### config.mk
export PLATFORM = sky130hd
export DESIGN_NAME = sys_tx_responder
export DESIGN_NICKNAME = d
export VERILOG_FILES = /design/src/rtl/sys_tx_responder.sv
export SDC_FILE = /design/constraint.sdc
export NUM_CORES = 1
export LEC_CHECK = 0
export ABC_AREA = 0
export ABC_CLOCK_PERIOD_IN_PS = 3500
export BUFFER_PORTS_ARGS = -buffer_cell sky130_fd_sc_hd__buf_2
export CORE_UTILIZATION = 52
export DETAILED_ROUTE_END_ITERATION = 7
export PLACE_DENSITY_LB_ADDON = 0.15
export SETUP_SLACK_MARGIN = 0.4
export SYNTH_ARGS = -nofsm -noshare
export SYNTH_HDL_FRONTEND = slang
export SYNTH_SLANG_ARGS = --single-unit
### constraint.sdc
create_clock -name CLK -period 3.5 [get_ports CLK]
set_clock_uncertainty 0.15 [all_clocks]
set_input_delay 0.525 -clock CLK [delete_from_list [all_inputs] [get_ports CLK]]
set_output_delay 0.525 -clock CLK [all_outputs]
set_load 0.01 [all_outputs]
### src/rtl/sys_tx_responder.sv
// Response serializer for the system controller. Splits one 8- or 16-bit response
// into bytes for the UART TX FIFO, LSB first, and stalls while the FIFO is full.
module sys_tx_responder #(
  parameter int DATA_WIDTH = 8
) (
  input  logic                      CLK,
  input  logic                      RST,
  input  logic                      RSP_VALID,
  output logic                      RSP_READY,
  input  logic                      RSP_WIDE,
  input  logic [2*DATA_WIDTH-1:0]   RSP_DATA,
  input  logic                      FIFO_FULL,
  output logic                      FIFO_WR,
  output logic [DATA_WIDTH-1:0]     TX_DATA_OUT,
  output logic                      BUSY,
  output logic                      RSP_DONE
);

  localparam logic [1:0] IDLE    = 2'd0;
  localparam logic [1:0] SEND_LO = 2'd1;
  localparam logic [1:0] SEND_HI = 2'd2;

  logic [1:0]              state;
  logic [1:0]              state_nxt;
  logic [2*DATA_WIDTH-1:0] payload;
  logic                    wide;
  logic                    accept;
  logic                    last_byte;

  assign accept = (state == IDLE) && RSP_VALID;

  // A frame completes when its final byte leaves for the FIFO on this edge.
  assign last_byte = !FIFO_FULL &&
                     (((state == SEND_LO) && !wide) || (state == SEND_HI));

  always_ff @(posedge CLK or negedge RST) begin
    if (!RST) begin
      state <= IDLE;
    end else begin
      state <= state_nxt;
    end
  end

  always_ff @(posedge CLK or negedge RST) begin
    if (!RST) begin
      payload  <= '0;
      wide     <= 1'b0;
      RSP_DONE <= 1'b0;
    end else begin
      if (accept) begin
        payload <= RSP_DATA;
        wide    <= RSP_WIDE;
      end
      RSP_DONE <= last_byte;
    end
  end

  always_comb begin
    state_nxt = IDLE;
    case (state)
      IDLE:    state_nxt = RSP_VALID ? SEND_LO : IDLE;
      SEND_LO: begin
        if (FIFO_FULL)  state_nxt = SEND_LO;
        else if (wide)  state_nxt = SEND_HI;
        else            state_nxt = IDLE;
      end
      SEND_HI: state_nxt = FIFO_FULL ? SEND_HI : IDLE;
      default: state_nxt = IDLE;
    endcase
  end

  always_comb begin
    FIFO_WR     = 1'b0;
    TX_DATA_OUT = '0;
    RSP_READY   = (state == IDLE);
    BUSY        = (state != IDLE);
    case (state)
      SEND_LO: begin
        FIFO_WR     = !FIFO_FULL;
        TX_DATA_OUT = payload[DATA_WIDTH-1:0];
      end
      SEND_HI: begin
        FIFO_WR     = !FIFO_FULL;
        TX_DATA_OUT = payload[2*DATA_WIDTH-1:DATA_WIDTH];
      end
      default: ;
    endcase
  end

endmodule
==> flow_summary.toml <==
[layout]
num-nets-final = 133
area_growth_syn_to_layout_pct = 23.37
drive_gt1_share_pct = 50.47
multi_input_comb_area_sq_um = 439.2
n_fill_cell = 136
seq_area_sq_um = 500.5
stdcell_count = 132
antenna_cells = 0

[synthesis]
yosysWarnings = 0
netlist_instances = 73
synth_commonest_cells = "20 x dfrtp_1, 9 x mux2_4, 9 x nor2b_1, 8 x a22oi_1, 8 x mux2_2"
avgSynthCellArea_sq_um = 13.42
synth_top_area_cell = "dfrtp_1"
synth_edf_count = 0
synth_flop_cell = "dfrtp_1"
synth.top_cell.area_share_pct = 51.09
synthArstFlopShare_pct = 100.0
syn_nets = 98
synth_most_common_cell = "dfrtp_1"
ys_ff_latch = 20
yosysSeqAreaShare_pct = 51.09
ys_top_cells_by_area = "dfrtp_1 51%, mux2_4 14%, mux2_2 9.2%"
yosys.cell_types.count = 14
syn_area_sq_um = 979.7

[worst_setup_path]
critical_path.endpoint_type = "output port"
arrival_ns = 1.67
start_kind = "flip-flop"
critical_path_buf_inv_count = 2
worstSetupPathType = "flip-flop to output port"
slowest_stage = "dfrtp_1"
crit_family = "flip-flops"
cp_max_fo = 11
cp_slowest_stage_delay_ns = 0.42
critPathRequiredTime_ns = 2.82
path_cells = "inv_1 -> ha_1 -> a22oi_1 -> nor2b_1 -> buf_2"

[grt]
grt_pass1_wl_um = 2856
antenna_found_initial = 0
track_usage_pct = 21.11
grt_max_degree = 21
grt_pass1_vias = 622
grt_overflow_total = 0

[sta]
finalSetupTns_ns = 0
slew_viol_final = 0
tightest_slew_ns = 0.4380
fin_ws_ns = 1.157
fmaxAchievable_mhz = 426.8
rsz0062_at_grt = "no"
period_share_pct = 66.94
maxSlewHeadroom_pct = 70.80
hold-worst-slack_ns = 0.2535
hold_violations = 0
setup_viol = 0
fin_crit_ns = 2.343

[clock_tree]
clock-sinks = 20
root_buffer = "clkbuf_4"
h-tree-depth = 1
worstSkewPairLatency_ns = 0.32
clockBufferDepth = 2
cts_tree = "done"
numCtsBuffers = 3
clkTransAtPathRegs_ns = 0.12

[placement]
dpl_worst_slack_ns = 1.505
numPlacedInstances = 127
hpwl_um = 1251
gp_congestion = 0.6626
portBuffers = 32

[routing]
ant_nets = 0
drtIter0Drc = 5
vias = 656
firstDrtPassIters = 4
vias_per_cell = 4.970
routed_wl_um = 1808
drc = 0
routedWlPerCell_um = 13.70

[floorplan]
fp.dieArea_sq_um = 2062
pin_count = 33
die_h_um = 45.41
die_w_um = 45.41
rows = 15
initial_core_util_pct = 56.13
core-area_sq_um = 1745

[pwr]
vdd_drop_max_mv = 0.4808
p_leak_nw = 0.6120
finalPower_mw = 1.098
power_density_nw_per_um2 = 908.5

[worst_hold_path]
hold_path_class = "primary input to flip-flop"

[job]
max_cap_violations = 0

[outcome]
status = "complete, no violations"
path summary, 6_finish.rpt:
check	startpoint	endpoint	slack, ns	cells past startpoint
max in group asynchronous	RST	payload[6]$_DFFE_PN0P_	2.37	2
min reg2reg	payload[4]$_DFFE_PN0P_	payload[4]$_DFFE_PN0P_	0.37	1
min in group asynchronous	RST	payload[8]$_DFFE_PN0P_	0.52	2
max	state[1]$_DFF_PN0_	TX_DATA_OUT[1]	1.16	5
max reg2reg	state[0]$_DFF_PN0_	payload[6]$_DFFE_PN0P_	1.88	4
min	FIFO_FULL	RSP_DONE$_DFF_PN0_	0.25	2
worst reg2reg max path: cells and delay by family (launching register included):
kind                       cells  cell delay (ns)
muxes                          1             0.38
adders and majority gates      1             0.26
buffers and inverters          1             0.07
DFF                            1             0.39
and+or+nand+nor                1             0.26
kinds of logic (layout without fill, tap and decap cells):
group                      count (synthesis)  after routing  share of synthesized area [%]
AOI/OAI and AO/OA                         11             11                          7.663
adders and majority gates                  4              4                          5.109
buffers and inverters                      7             41                          4.086
DFF                                       20             20                          51.09
muxes                                     17             17                          22.99
and+or+nand+nor                           14             14                          9.068
layout by cell type (no fill, tap or decap), drive strengths merged, types with 3 or more instances in the layout:
| cell type | count |
|---|---|
| inv | 4 |
| clkbuf | 3 |
| dfrtp | 20 |
| nor2b | 9 |
| mux2 | 17 |
| a21oi | 3 |
| nand2 | 3 |
| ha | 4 |
| buf | 32 |
| a22oi | 8 |
stage by stage:
step	utilization, %	area [sq um]
after floorplan	-	979.7
after global placement	65.66	1146
after detailed placement	65.66	1146
after CTS	69.25	1209
after global routing	69.25	1209
final	69.25	1209
registers in the layout, summed over array words and instances (netlist names):
register / cells
payload: 16
state: 2
RSP_DONE: 1
wide: 1
power by group:
part,internal [mW],switching [mW]
logic,0.272,0.221
clock network,0.116,0.0774
registers,0.345,0.0661
total,0.734,0.364
final cells by class:
type	count	area share [%]
clock buffer	3	1.863
tap	25	2.588
sequential	20	41.41
timing repair buffer	33	14.08
multi-input combinational	46	36.34
inverter	4	1.242
clock inverter	1	2.484
per-layer routing:
metal | vias up | global-route usage, % | share of wire (%)
met5 | - | 0 | 0
met4 | 0 | 9.091 | 2.0
met3 | 5 | 8.333 | 4.8
met2 | 20 | 33.43 | 49
met1 | 310 | 25.32 | 44
li1 | 321 | - | -
timing repair:
item                       CTS  global route
gates resized for setup      0             0
buffers inserted             0             0
hold buffers                 1             0
setup endpoints to repair    0             0
hold endpoints to repair    20             0
(Power assumes the default switching activity.)
